===== config.mk =====
export PLATFORM = sky130hd
export DESIGN_NAME = cnna_sdiv_32s_15ns_26_seq
export DESIGN_NICKNAME = d
export VERILOG_FILES = /design/src/rtl/cnna_sdiv_32s_15ns_26_seq_pkg.sv /design/src/rtl/cnna_sdiv_32s_15ns_26_seq_core.sv /design/src/rtl/cnna_sdiv_32s_15ns_26_seq.sv
export SDC_FILE = /design/constraint.sdc
export NUM_CORES = 1
export LEC_CHECK = 0
export CAP_MARGIN = 20
export CORE_ASPECT_RATIO = 1.4
export CORE_MARGIN = 2
export CORE_UTILIZATION = 56
export DETAILED_ROUTE_END_ITERATION = 16
export HOLD_SLACK_MARGIN = 0.06
export PLACE_DENSITY = 0.8
export SKIP_CTS_REPAIR_TIMING = 1
export SLEW_MARGIN = 30
export SYNTH_ARGS = -nofsm -noshare
export SYNTH_HDL_FRONTEND = slang
export SYNTH_HIERARCHICAL = 1
export SYNTH_SLANG_ARGS = --single-unit

===== constraint.sdc =====
create_clock -name ap_clk -period 3.75 [get_ports ap_clk]
set_input_delay 0.9375 -clock ap_clk [delete_from_list [all_inputs] [get_ports ap_clk]]
set_output_delay 0.9375 -clock ap_clk [all_outputs]
set_load 0.05 [all_outputs]

===== src/rtl/cnna_sdiv_32s_15ns_26_seq_pkg.sv =====
// cnna_sdiv_32s_15ns_26_seq_pkg: shared widths, FSM encoding and saturation limits for the divider
package cnna_sdiv_32s_15ns_26_seq_pkg;
    localparam int DIVIDEND_WIDTH = 32;
    localparam int DIVISOR_WIDTH  = 15;
    localparam int QUOT_WIDTH     = 26;
    localparam int REM_WIDTH      = 16;
    typedef enum logic [1:0] {IDLE = 2'd0, CALC = 2'd1, FIX = 2'd2, DONE = 2'd3} state_t;
    localparam logic [QUOT_WIDTH-1:0] QUOT_MAX = 26'h1FFFFFF;
    localparam logic [QUOT_WIDTH-1:0] QUOT_MIN = 26'h2000000;
endpackage


===== src/rtl/cnna_sdiv_32s_15ns_26_seq_core.sv =====
// cnna_udiv_32u_15u_core: unsigned restoring divider, one quotient bit per cycle, 32 cycles per load
module cnna_udiv_32u_15u_core
    import cnna_sdiv_32s_15ns_26_seq_pkg::*;
(
    input  logic                      clk,
    input  logic                      rst,
    input  logic                      load,
    input  logic [DIVIDEND_WIDTH-1:0] dividend,
    input  logic [DIVISOR_WIDTH-1:0]  divisor,
    output logic                      busy,
    output logic                      last,
    output logic [DIVIDEND_WIDTH-1:0] quo,
    output logic [REM_WIDTH-1:0]      rmd
);
    logic [REM_WIDTH-1:0]      pr;
    logic [DIVIDEND_WIDTH-1:0] q;
    logic [DIVISOR_WIDTH-1:0]  d;
    logic [4:0]                cnt;
    logic [REM_WIDTH-1:0]      shifted;
    logic [REM_WIDTH:0]        diff;
    // q shifts dividend bits out of the top while quotient bits enter at the bottom
    assign shifted = {pr[REM_WIDTH-2:0], q[DIVIDEND_WIDTH-1]};
    assign diff    = {1'b0, shifted} - {2'b00, d};
    assign last    = busy && cnt == 5'd31;
    assign quo     = q;
    assign rmd     = pr;
    always_ff @(posedge clk) begin
        if (rst) begin
            busy <= 1'b0;
            cnt  <= '0;
            pr   <= '0;
            q    <= '0;
            d    <= '0;
        end else if (load) begin
            busy <= 1'b1;
            cnt  <= '0;
            pr   <= '0;
            q    <= dividend;
            d    <= divisor;
        end else if (busy) begin
            pr   <= diff[REM_WIDTH] ? shifted : diff[REM_WIDTH-1:0];
            q    <= {q[DIVIDEND_WIDTH-2:0], ~diff[REM_WIDTH]};
            cnt  <= cnt + 5'd1;
            busy <= !last;
        end
    end
endmodule


===== src/rtl/cnna_sdiv_32s_15ns_26_seq.sv =====
// cnna_sdiv_32s_15ns_26_seq: signed 32b / unsigned 15b divider with saturated 26b quotient and ap_* handshake
module cnna_sdiv_32s_15ns_26_seq
    import cnna_sdiv_32s_15ns_26_seq_pkg::*;
(
    input  logic                          ap_clk,
    input  logic                          ap_rst,
    input  logic                          ap_start,
    output logic                          ap_ready,
    output logic                          ap_idle,
    output logic                          ap_done,
    input  logic [DIVIDEND_WIDTH-1:0]     din0,
    input  logic [DIVISOR_WIDTH-1:0]      din1,
    output logic signed [QUOT_WIDTH-1:0]  quot,
    output logic signed [REM_WIDTH-1:0]   rem,
    output logic                          ovf,
    output logic                          dbz
);
    state_t                    state;
    logic                      neg, zdiv, busy, last;
    logic [DIVIDEND_WIDTH-1:0] mag, qm;
    logic [REM_WIDTH-1:0]      rm, fr;
    logic [QUOT_WIDTH-1:0]     fq;
    logic                      fo;
    assign ap_idle  = state == IDLE;
    assign ap_done  = state == DONE;
    assign ap_ready = ap_idle && ap_start && !ap_rst;
    assign mag      = din0[DIVIDEND_WIDTH-1] ? ~din0 + 32'd1 : din0;
    cnna_udiv_32u_15u_core u_core (
        .clk      (ap_clk),
        .rst      (ap_rst),
        .load     (ap_ready),
        .dividend (mag),
        .divisor  (din1),
        .busy     (busy),
        .last     (last),
        .quo      (qm),
        .rmd      (rm)
    );
    // a negative result may reach -2^25, one step further than the positive limit
    always_comb begin
        fo = zdiv ? 1'b0 : neg ? (qm > 32'h2000000) : (qm > 32'h1FFFFFF);
        fq = (zdiv || fo) ? (neg ? QUOT_MIN : QUOT_MAX) : neg ? -qm[QUOT_WIDTH-1:0] : qm[QUOT_WIDTH-1:0];
        fr = zdiv ? '0 : neg ? -rm : rm;
    end
    always_ff @(posedge ap_clk) begin
        if (ap_rst) begin
            state <= IDLE;
            neg   <= 1'b0;
            zdiv  <= 1'b0;
            quot  <= '0;
            rem   <= '0;
            ovf   <= 1'b0;
            dbz   <= 1'b0;
        end else begin
            case (state)
                IDLE: if (ap_start) begin
                    neg   <= din0[DIVIDEND_WIDTH-1];
                    zdiv  <= din1 == '0;
                    state <= CALC;
                end
                CALC: if (last) state <= FIX;
                FIX: begin
                    quot  <= fq;
                    rem   <= fr;
                    ovf   <= fo;
                    dbz   <= zdiv;
                    state <= DONE;
                end
                default: state <= IDLE;
            endcase
        end
    end
endmodule


# [Word-level counts from Yosys, hierarchy flattened]
# Cells that the tools add are included.
# W data, S select, Z words.
[classes] add_sub_neg=5 mul=0 div=0 n_lt_le_gt_ge=2 eq_ne=6 shift=0 muxes=16 n_bitwise=2 n_reduce_logical=12
[ops] operator="$mux W32" n=3
[ops] operator="$mux W26" n=3
[ops] operator="$mux W16" n=3
[ops] operator="$add A32 B1 Y32 const B" n=1
[ops] operator="$gt A32 B25 Y1 const B" n=1
[ops] operator="$gt A32 B26 Y1 const B" n=1
[ops] operator="$not A32 Y32" n=1
[ops] operator="$neg A26 Y26" n=1
[ops] operator="$sub A16 B15 Y17" n=1
[ops] operator="$neg A16 Y16" n=1
[ops] operator="$logic_not A15 Y1" n=1
[ops] operator="$pmux W2 S3" n=1
[ops] operator="$add A5 B1 Y5 const B" n=1
[ops] operator="$eq A5 B5 Y1 const B" n=1
[ops] operator="$eq A2 B2 Y1 const B" n=2
[ops] operator="$mux W1" n=4
[ops] operator="$mux W2" n=2
[ops] operator="$reduce_and A2 Y1" n=2
[ops] operator="$logic_and A1 B1 Y1" n=3
[ops] operator="$eq A2 B1 Y1 const B" n=1
[ops] operator="$logic_not A1 Y1" n=2
[ops] operator="$logic_not A2 Y1" n=1
[ops] operator="$ne A2 B1 Y1 const B" n=1
[ops] operator="$ne A2 B2 Y1 const B" n=1
[ops] operator="other kinds (4)" n=4
[word_totals] ff_bits=117 latch_bits=0 ram_bits=0 mem_bits_ro=0 in_bits=50 output_inout_bits=47 word_cells=55 n_memories=0

# [Depth between registers and ports, before layout]
# Gate-level depths: netlist of run 1.
[logic_depth] depth_word=5 mapped_depth=11 ltp_nobuf=9

# [Hierarchy]
# The synthesis of run 1 kept the hierarchy.
[modules_own_cells] mod="cnna_udiv_32u_15u_core" instances=1 cells_per_inst=457 area_per_inst_um2=3801.1 seq_area_each_um2=1381.3
[modules_own_cells] mod="cnna_sdiv_32s_15ns_26_seq" instances=1 cells_per_inst=449 area_per_inst_um2=3642.2 seq_area_each_um2=960.9

# [Least setup slack after synthesis of run 1]
# Ideal clock, no wire load.
[synth_timing] path_type="input port to flip-flop" from="input port ap_rst" to="register u_core.d[0]" setup_time_ns=0.128 arrival_ns=3.234 t_required_ns=3.622 setup_slack_ns=0.388 cell_stages=8 path_buffers=5 cell_sequence="clkbuf_1 clkbuf_1 clkbuf_1 nor2_1 clkbuf_1 clkbuf_1 mux2i_1 nor2_1"
[synth_between] elab_chain_len=2
[synth_lines] item="start, declared" line_no="cnna_sdiv_32s_15ns_26_seq.sv:6" source="input logic ap_rst,"
[synth_lines] item="$logic_not A1 Y1" line_no="cnna_sdiv_32s_15ns_26_seq.sv:26" source="assign ap_ready = ap_idle && ap_start && !ap_rst;"
[synth_lines] item="$logic_and A1 B1 Y1" line_no="cnna_sdiv_32s_15ns_26_seq.sv:26"
[synth_lines] item="via ap_ready" line_no="cnna_sdiv_32s_15ns_26_seq.sv:8" source="output logic ap_ready,"
[synth_lines] item="end signal, assigned" line_no="cnna_sdiv_32s_15ns_26_seq_core.sv:39" source="d <= divisor;"
[synth_lines] item="end, declared" line_no="cnna_sdiv_32s_15ns_26_seq_core.sv:17" source="logic [DIVISOR_WIDTH-1:0] d;"
# The timed path passes the listed nets, and every way through them passes these cells.
# A chain may end at the register's enable or synchronous reset.

# [Worst setup path after layout of run 1]
[layout_timing] from="input port din0[0]" to="register u_core.q[28], in the netlist u_core/quo[28]"
[layout_between] elab_chain_len=4
[layout_lines] item="start, declared" line_no="cnna_sdiv_32s_15ns_26_seq.sv:11" source="input logic [DIVIDEND_WIDTH-1:0] din0,"
[layout_lines] item="$not A32 Y32" line_no="cnna_sdiv_32s_15ns_26_seq.sv:27" source="assign mag = din0[DIVIDEND_WIDTH-1] ? ~din0 + 32'd1 : din0;"
[layout_lines] item="$add A32 B1 Y32" line_no="cnna_sdiv_32s_15ns_26_seq.sv:27"
[layout_lines] item="$mux W32" line_no="cnna_sdiv_32s_15ns_26_seq.sv:27"
[layout_lines] item="via mag[28]" line_no="cnna_sdiv_32s_15ns_26_seq.sv:20" source="logic [DIVIDEND_WIDTH-1:0] mag, qm;"
[layout_lines] item="$mux W32" line_no="cnna_sdiv_32s_15ns_26_seq_core.sv:34" source="end else if (load) begin"
[layout_lines] item="end signal, assigned" line_no="cnna_sdiv_32s_15ns_26_seq_core.sv:38" source="q <= dividend;"
[layout_lines] item="end signal, assigned" line_no="cnna_sdiv_32s_15ns_26_seq_core.sv:42" source="q <= {q[DIVIDEND_WIDTH-2:0], ~diff[REM_WIDTH]};"
[layout_lines] item="end, declared" line_no="cnna_sdiv_32s_15ns_26_seq_core.sv:16" source="logic [DIVIDEND_WIDTH-1:0] q;"
# The timed path passes the listed nets, and every way through them passes these cells.

==> impl_metrics.csv, run 1 <==
group,metric,value,unit
run_status,status,"complete, no violations",
timing,min_period,3.12,ns
setup_path,path_cells,"clkdlybuf4s50_1 > inv_1 > ha_1 > or4b_2 > nor3_1 > buf_4 > nand3_1 > o31ai_1 > xnor2_1 > a21oi_1 > nor2_1",
routing,initialDrtViolationCount,458,
pwr,internal_power,3.83,mW
routing,avgViaCountPerCell,5.95,
routing,drtPass1Iterations,7,
pwr,p_sw_share,42.4,%
hold_path,hold_class,"flip-flop to flip-flop",
die,die_h,140,µm
die,io_pins,97,
cts,numCtsBuffers,17,
global_routing,grt_overflow_total,0,
synthesis,synthesis.nets,981,
die,initial_core_util,57.5,%
hold_path,whs_path_depth,2,
timing,fmax,0.321,GHz
global_routing,antenna_found_initial,0,
setup_path,r2r-end,"u_core/rmd[8]",
pwr,total_power,6.66,mW
pwr,ir_drop,0.425,mV
place,place_congestion,0.956,
cts,clk_latency,0.42,ns
final_layout,layout-drive-gt1-share,9.95,%
synthesis,synth_top_area_cell,"dfxtp_1",
die,die_x,101,µm
global_routing,grt_first_pass_wirelength,32.0,mm
synthesis,synth_top_flop_cell,"dfxtp_1",
synthesis,synth_most_common_cell,"nor2_1",
routing,vias,6980,
final_layout,synthToLayoutAreaGrowth,22.5,%
die,die-area,0.0142,mm²
setup_path,rrSetupSlack,0.90,ns
cts,cts_tree,"built",
place,place_area,0.00851,mm²
setup_path,path_buf_inv,3,
pwr,leakage,3.38,nW
hold_path,min_from,"rem[9]",
cts,clock_tree.root_cell,"clkbuf_16",
pwr,seq_power_share,25.6,%
synthesis,avgSynthCellArea,8.22,µm²
routing,drt_wl_total,19.8,mm
die,core,0.0129,mm²
synthesis,synthArstFlopShare,0,%
timing,hold_viol_final,0,
place,pre_cts_ws,0.220,ns
final_layout,utilization,70.5,%
timing,setup_tns,0,ns
timing,rsz0062_at_grt,"no",
final_layout,postLayoutCellArea,0.00912,mm²
setup_path,cp_max_fo,5,
cts,cts_htree_levels,4,
timing,worst_pin_slew,0.563,ns
timing,setup_viol,0,
timing,worst_hold_slack,0.465,ns
setup_path,max_stage_delay,0.60,ns
pwr,pwr-share-comb,49.0,%
synthesis,synth_common_cells,"nor2_1 (138), dfxtp_1 (117), a21oi_1 (77), mux2i_1 (59), xnor2_1 (54)",
synthesis,ys_types,72,
place,dp_hpwl,14.2,mm
setup_path,path_class,"input port to flip-flop",
cts,clock-sinks,117,
synthesis,syn_inst,906,
setup_path,worstPathArrival,3.39,ns
synthesis,ys_seq_elements,117,
place,dpl.cell_count,1141,
timing,finClkSkew,0.0116,ns
timing,fin_crit_sh,83.1,%
final_layout,num_antenna_cells,0,
synthesis,syn_area,0.00744,mm²
routing,route.detailed.drc,0,
pwr,powerDensity,730,mW/mm²
die,rows,49,
global_routing,grt_max_degree,44,
synthesis,yosys_warnings,6,
setup_path,crit_family,"simple AND/OR/NAND/NOR gates",
final_layout,nNetsFinal,1057,
setup_path,cp-end-kind,"flip-flop",
timing,slew_viol_final,0,
cts,clk_pin_slew,0.05,ns
synthesis,yosysTopAreaCellShare,31.5,%
routing,wl_per_cell,16.9,µm
cts,clock_path_buffers,2,
timing,slew_headroom,62.3,%
global_routing,grt_pass1_vias,6586,
timing,worst_slack,0.634,ns
synthesis,synth_edf_count,0,
global_routing,grt.total_usage,28.3,%
pwr,clkPwrFrac,25.3,%
setup_path,r2r_cells,9,
setup_path,critical-path-slowest-cell,"or4b_2",
routing,ant_nets,0,
run,cap_violations,0,
hold_path,min_to,"rem[9]",
synthesis,synth_area_leaders,"dfxtp_1 (31%), mux2i_1 (7.9%), nor2_1 (7.0%)",
setup_path,start_kind,"input port",
pwr,p_sw,2.83,mW
synthesis,ys_seq_area_share,31.5,%
place,io_buffers,96,
final_layout,stdcell_count,1173,
setup_path,required,4.03,ns
setup_path,rr_startpoint,"u_core/rmd[0]",
==> power groups by stage <==
| stage | Sequential [mW] | Clock [mW] | Combinational [mW] |
|---|---|---|---|
| 5_1_grt | 1.73 | 1.76 | 3.53 |
| 2_1_floorplan | 1.93 | 0 | 2.31 |
| 4_1_cts | 1.70 | 1.70 | 3.24 |
| 3_5_place_dp | 1.73 | 0 | 3.20 |
| 6_report | 1.71 | 1.69 | 3.26 |
| 3_3_place_gp | 1.72 | 0 | 3.17 |
==> worst max-delay path by stage <==
stage / start / end / cells past startpoint
global route: din0[0] / u_core/quo[20] / 11
global placement: din0[0] / u_core/quo[28] / 11
detailed placement: din0[0] / u_core/quo[28] / 11
finish: din0[0] / u_core/quo[28] / 11
CTS: din0[0] / u_core/quo[28] / 11
floorplan: ap_rst / u_core/d[0] / 8
==> routing by layer <==
| metal | vias up | wire length [µm] | GRT usage [%] |
|---|---|---|---|
| li1 | 3397 | - | - |
| met1 | 3278 | 7350 | 29.7 |
| met2 | 235 | 10800 | 52.7 |
| met3 | 70 | 789 | 4.59 |
| met4 | 0 | 815 | 14.4 |
| met5 | - | 0 | 0 |
==> kinds of logic after synthesis <==
logic type / after synthesis / synth area share (%)
AO/OA/AOI/OAI: 229 / 20.9
buffers and inverters: 91 / 5.31
adder cells (fa/ha/maj): 25 / 4.30
XOR/XNOR: 73 / 8.59
multiplexers: 62 / 8.49
AND/OR/NAND/NOR: 309 / 20.9
flip-flops: 117 / 31.5
==> cells in the final DEF, fill, tap and decap left out, types with 6 or more instances in the layout <==
cell type,Yosys,final
nor2_1,138,137
dfxtp_1,117,116
clkdlybuf4s50_1,0,93
a21oi_1,77,77
mux2i_1,59,59
xnor2_1,54,54
o21ai_0,45,45
inv_1,35,35
nand2_1,33,33
ha_1,24,23
nand2b_1,22,22
xor2_1,19,19
nand3_1,17,17
clkbuf_16,0,17
buf_4,1,17
nor3_1,16,16
a31oi_1,16,16
o41ai_1,15,15
o31ai_1,11,11
nor2b_1,11,11
a211oi_2,11,11
nand3b_1,10,10
or4_1,9,9
nor4_1,9,9
or3_1,9,9
nand4_1,6,6
a22o_1,6,6
==> area by class of cell <==
class                           count  area (µm²)
Multi-Input combinational cell    698        4720
Fill cell                        1052        3810
Sequential cell                   117        2340
Timing Repair Buffer              113        1090
Clock buffer                       20         467
Tap cell                          178         223
Clock inverter                     12         153
Inverter                           35         131
==> sequential cells by signal, summed over array words and instances, names as in the netlist <==
register,cells
u_core/quo,32
quot,26
rem,16
u_core/rmd,16
u_core/d,15
u_core/cnt,5
state,2
dbz,1
neg,1
ovf,1
u_core/busy,1
zdiv,1
==> tightest hold or removal path, cell delays in order (launching register included) <==
cell and delay (ns):
dfxtp_1 0.30, nand2b_1 0.06, a21oi_1 0.05
No activity file was read; power rests on OpenSTA's default activity.
==> run 2: changes to the inputs <==
==> constraint.sdc (replaced) <==
create_clock -name ap_clk -period 3.1 [get_ports ap_clk]
set_input_delay 0.775 -clock ap_clk [delete_from_list [all_inputs] [get_ports ap_clk]]
set_output_delay 0.775 -clock ap_clk [all_outputs]
set_load 0.05 [all_outputs]
==> impl_metrics.csv, run 2 (synthesis results as in run 1) <==
group,metric,value,unit
global_routing,grt_overflow_total,0,
timing,slew_viol_final,0,
routing,drtPass1Iterations,5,
global_routing,antenna_found_initial,0,
routing,wl_met2,10.8,mm
place,place_area,0.00873,mm²
routing,drt_wl_total,19.7,mm
setup_path,required,3.39,ns
die,initial_core_util,57.5,%
final_layout,final_common_cell,"nor2_1",
setup_path,endpoint,"u_core/quo[20]",
pwr,leakage,3.48,nW
final_layout,stdcell_count,1200,
routing,vias,7067,
setup_path,r2r-end,"quot[11]",
final_layout,utilization,71.8,%
setup_path,cp_max_fo,4,
setup_path,rrSetupSlack,0.40,ns
cts,cts_htree_levels,4,
routing,highest_layer,"met4",
setup_path,startpoint,"din0[1]",
final_layout,largest_reg_flops,32,
setup_path,start_kind,"input port",
global_routing,grt_pass1_vias,6874,
routing,route.detailed.drc,0,
routing,wl_per_cell,16.4,µm
global_routing,grt_first_pass_wirelength,32.1,mm
global_routing,grt.total_usage,28.3,%
timing,slew_headroom,58.3,%
routing,ant_nets,0,
pwr,ir_drop,0.481,mV
cts,cts_tree,"built",
place,place_congestion,0.921,
final_layout,layout-drive-gt1-share,12.2,%
timing,worst_hold_slack,0.465,ns
routing,wl_met3,670,µm
routing,routedLengthMet1,7.41,mm
final_layout,postLayoutCellArea,0.00929,mm²
timing,min_period,2.90,ns
pwr,total_power,7.93,mW
routing,avgViaCountPerCell,5.89,
place,pre_cts_ws,-0.213,ns
final_layout,num_antenna_cells,0,
cts,numCtsBuffers,17,
place,io_buffers,96,
cts,clk_pin_slew,0.06,ns
pwr,powerDensity,853,mW/mm²
final_layout,mostFrequentLayoutCells,"nor2_1 (137), dfxtp_1 (116), clkdlybuf4s50_1 (94), a21oi_1 (77), mux2i_1 (59)",
final_layout,nFillCells,1008,
final_layout,nNetsFinal,1084,
run,cap_violations,0,
setup_path,worstPathArrival,3.19,ns
cts,clock_path_buffers,2,
cts,clk_latency,0.42,ns
timing,setup_viol,0,
run_status,status,"complete, no violations",
place,dp_hpwl,14.2,mm
timing,worst_slack,0.198,ns
die,die-area,0.0142,mm²
place,dpl.cell_count,1168,
timing,worst_pin_slew,0.625,ns
final_layout,synthToLayoutAreaGrowth,24.8,%
global_routing,grt_max_degree,79,
timing,finClkSkew,0.00738,ns
die,die_h,140,µm
die,core,0.0129,mm²
die,io_pins,97,
timing,rsz0062_at_grt,"no",
setup_path,cp-end-kind,"flip-flop",
routing,initialDrtViolationCount,390,
timing,fin_crit_sh,93.6,%
cts,clock-sinks,117,
timing,setup_tns,0,ns
setup_path,r2r_cells,8,
hold_path,hold_class,"flip-flop to flip-flop",
setup_path,path_class,"input port to flip-flop",
timing,hold_viol_final,0,
die,die_x,101,µm
cts,clock_tree.root_cell,"clkbuf_16",
timing,fmax,0.345,GHz
setup_path,rr_startpoint,"u_core/quo[1]",
die,rows,49,
==> run 2: how the worst min path moves through the flow <==
stage | startpoint | to | slack, ns | depth (start not counted)
6_report | rem[7] | rem[7] | 0.47 | 2
5_1_grt | rem[6] | rem[6] | 0.50 | 2
4_1_cts | rem[7] | rem[7] | 0.47 | 2
3_5_place_dp | rem[7] | rem[7] | 0.46 | 2
3_3_place_gp | rem[15] | rem[15] | 0.46 | 1
2_1_floorplan | u_core/d[10] | u_core/d[10] | 0.46 | 2
==> run 2: final cells by class <==
cell class / count / area [µm²] / area share, %
multi-input cells: 698 / 4720 / 50.8
flip-flops and latches: 117 / 2340 / 25.2
repair buffers: 140 / 1320 / 14.2
clock buffers: 17 / 425 / 4.58
well taps: 178 / 223 / 2.40
clock inverters: 15 / 131 / 1.41
inverters: 35 / 131 / 1.41
==> run 2: metal layers <==
layer | vias up | GRT usage (%)
met5 | - | 0
met4 | 0 | 14.2
met3 | 60 | 4.69
met2 | 207 | 53.4
met1 | 3352 | 29.0
li1 | 3448 | -
==> run 2: critical path, stage by stage <==
cell             delay, ns
clkdlybuf4s50_1       0.44
inv_1                 0.09
ha_1                  0.17
or4b_2                0.60
nor3_1                0.15
buf_4                 0.17
nand3_1               0.14
o41ai_1               0.34
xnor2_1               0.10
a21oi_1               0.16
nor2_1                0.05
==> run 2: power breakdown <==
group,switching (mW),internal (mW)
logic,2.43,1.61
clock network,0.736,1.10
registers,0.296,1.76
total,3.46,4.47
==> run 3: changes to the inputs <==
--- a/config.mk
+++ b/config.mk
@@ -5,10 +5,11 @@
 export SDC_FILE = /design/constraint.sdc
 export NUM_CORES = 1
 export LEC_CHECK = 0
+export ABC_AREA = 1
 export CAP_MARGIN = 20
 export CORE_ASPECT_RATIO = 1.4
 export CORE_MARGIN = 2
-export CORE_UTILIZATION = 56
+export CORE_UTILIZATION = 57
 export DETAILED_ROUTE_END_ITERATION = 16
 export HOLD_SLACK_MARGIN = 0.06
 export PLACE_DENSITY = 0.8
==> impl_metrics.csv, run 3 <==
group,metric,value,unit
run_status,status,"complete, no violations",
timing,hold_viol_final,0,
final_layout,utilization,71.7,%
setup_path,start_kind,"input port",
routing,drt_wl_total,21.4,mm
pwr,total_power,9.25,mW
synthesis,synthesis.nets,1309,
global_routing,grt.total_usage,30.5,%
final_layout,final_common_cell,"nand2_1",
global_routing,antenna_found_initial,0,
synthesis,yosys.area_share.simple,31.9,%
synthesis,syn_inst,1234,
routing,vias,8109,
cts,cts_tree,"built",
timing,min_period,2.69,ns
pwr,clkPwrFrac,25.2,%
cts,clk_pin_slew,0.05,ns
setup_path,worstPathArrival,1.92,ns
final_layout,nNetsFinal,1391,
synthesis,synth_most_common_cell,"nand2_1",
pwr,leakage,4.41,nW
cts,cts_htree_levels,4,
die,die_h,143,µm
global_routing,grt_max_degree,44,
synthesis,ys_seq_elements,117,
setup_path,path_cells,"clkdlybuf4s50_1 > nand2_1 > nor2_2 > buf_12",
synthesis,ys_seq_area_share,29.7,%
setup_path,max_stage_delay,0.50,ns
die,die-area,0.0148,mm²
final_layout,num_antenna_cells,0,
synthesis,synth_top_family_by_area,"simple AND/OR/NAND/NOR gates",
timing,slew_viol_final,0,
pwr,internal_power,5.06,mW
synthesis,synth_area_leaders,"dfxtp_1 (30%), nand2_1 (15%), inv_1 (9.1%)",
synthesis,synth_top_area_cell,"dfxtp_1",
setup_path,path_class,"input port to primary output",
cts,clock-sinks,117,
global_routing,grt_overflow_total,0,
die,io_pins,97,
cts,clk_latency,0.42,ns
timing,slew_headroom,53.5,%
routing,wl_per_cell,14.2,µm
synthesis,syn_area,0.00789,mm²
setup_path,cp_max_fo,5,
setup_path,crit_family,"buffers and inverters",
final_layout,nFillCells,1165,
global_routing,grt_first_pass_wirelength,35.5,mm
routing,route.detailed.drc,0,
die,die_x,103,µm
final_layout,synthToLayoutAreaGrowth,22.3,%
final_layout,mostFrequentLayoutCells,"nand2_1 (321), inv_1 (191), dfxtp_1 (117), clkdlybuf4s50_1 (95), nand3_1 (86)",
cts,numCtsBuffers,17,
die,initial_core_util,58.6,%
final_layout,layout-drive-gt1-share,7.45,%
cts,clock_path_buffers,2,
synthesis,avgSynthCellArea,6.39,µm²
timing,setup_viol,0,
routing,ant_nets,0,
setup_path,path_buf_inv,2,
synthesis,synthAdderAreaFrac,4.06,%
place,place_congestion,0.943,
timing,finClkSkew,0.00590,ns
place,io_buffers,96,
synthesis,synth_common_cells,"nand2_1 (321), inv_1 (191), dfxtp_1 (117), nand3_1 (86), nor2_1 (86)",
synthesis,synth_top_flop_cell,"dfxtp_1",
synthesis,synth-compound-area-share,16.3,%
synthesis,synthArstFlopShare,0,%
setup_path,critical-path-slowest-cell,"clkdlybuf4s50_1",
synthesis,synth_edf_count,0,
hold_path,hold_class,"flip-flop to flip-flop",
timing,rsz0062_at_grt,"no",
routing,initialDrtViolationCount,351,
pwr,p_sw_share,45.3,%
routing,drtPass1Iterations,5,
global_routing,grt_pass1_vias,8071,
pwr,ir_drop,0.477,mV
synthesis,ys_types,48,
synthesis,yosysTopAreaCellShare,29.7,%
synthesis,yosys_warnings,6,
die,core,0.0135,mm²
cts,clock_tree.root_cell,"clkbuf_16",
pwr,p_sw,4.19,mW
setup_path,required,2.32,ns
timing,setup_tns,0,ns
synthesis,synth_xor_area_share,5.44,%
run,cap_violations,0,
routing,avgViaCountPerCell,5.37,
final_layout,largest_reg_flops,32,
pwr,powerDensity,959,mW/mm²
timing,fmax,0.371,GHz
place,dp_hpwl,15.9,mm
pwr,pwr-share-comb,52.6,%
timing,fin_crit_sh,86.9,%
pwr,seq_power_share,22.2,%
timing,worst_pin_slew,0.697,ns
synthesis,synth_mux_area_share,0,%
setup_path,cp-end-kind,"primary output",
die,rows,50,
-- run 3: changes by cell type in the layout (fill, tap and decap cells not counted), moves of 30 or more --
cell     change
inv_1      +156
nand2_1    +288
nand3_1     +69
nor2_1      -53
xnor2_1     -41
mux2i_1     -59
buf_4       -30
o21ai_0     +36
-- run 3: logic make-up after synthesis --
family	Yosys count
simple gates	575
buf+inv	247
compound gates	221
flops	117
xor+xnor	49
fa+ha+maj	25
-- run 3: routing by layer --
| metal | routed length [µm] | global-route usage [%] | up-vias |
|---|---|---|---|
| met5 | 0 | 0 | - |
| met4 | 1220 | 18.6 | 0 |
| met3 | 752 | 5.63 | 83 |
| met2 | 11600 | 57.0 | 210 |
| met1 | 7810 | 30.0 | 3690 |
| li1 | - | - | 4126 |
-- run 3: metrics by stage --
step	hold WS (ns)	setup slack (ns)	area, µm²	cells
detailed placement	0.456	0.0718	8950	1479
global placement	0.452	0.135	8940	1479
global route	0.479	0.231	9640	1511
floorplan	0.433	0.167	7890	1234
finish	0.461	0.406	9640	1511
CTS	0.464	0.407	9640	1511
-- run 3: worst paths after layout --
| check | start | cells past startpoint | end | slack [ns] |
|---|---|---|---|---|
| worst max-delay path | ap_start | 4 | ap_ready | 0.41 |
| worst min-delay path | rem[13] | 2 | rem[13] | 0.46 |
| worst max register to register | state[0] | 8 | u_core/d[13] | 0.67 |
| worst min register to register | rem[13] | 2 | rem[13] | 0.46 |
-- run 3: tightest hold or removal path, stage by stage (launching register included) --
cell and delay, ns:
dfxtp_1 0.30, nand2_1 0.06, a21oi_1 0.05
-- run 3: final cells by class --
type / instances / area [µm²] / area share (%)
timing repair buffer: 108 / 1060 / 11.0
clock inverter: 12 / 249 / 2.58
inverter: 202 / 761 / 7.89
multi-input combinational: 870 / 4560 / 47.2
sequential: 117 / 2340 / 24.3
clock buffer: 20 / 447 / 4.63
tap: 182 / 228 / 2.36
-- run 3: power by group through the flow --
| stage | Clock [mW] | Combinational (mW) | Sequential, mW |
|---|---|---|---|
| final | 2.33 | 4.87 | 2.05 |
| after detailed placement | 0 | 4.81 | 2.08 |
| after floorplan | 0 | 3.37 | 2.46 |
| after CTS | 2.35 | 4.84 | 2.05 |
| after global placement | 0 | 4.72 | 2.07 |
| after global routing | 2.42 | 5.46 | 2.08 |
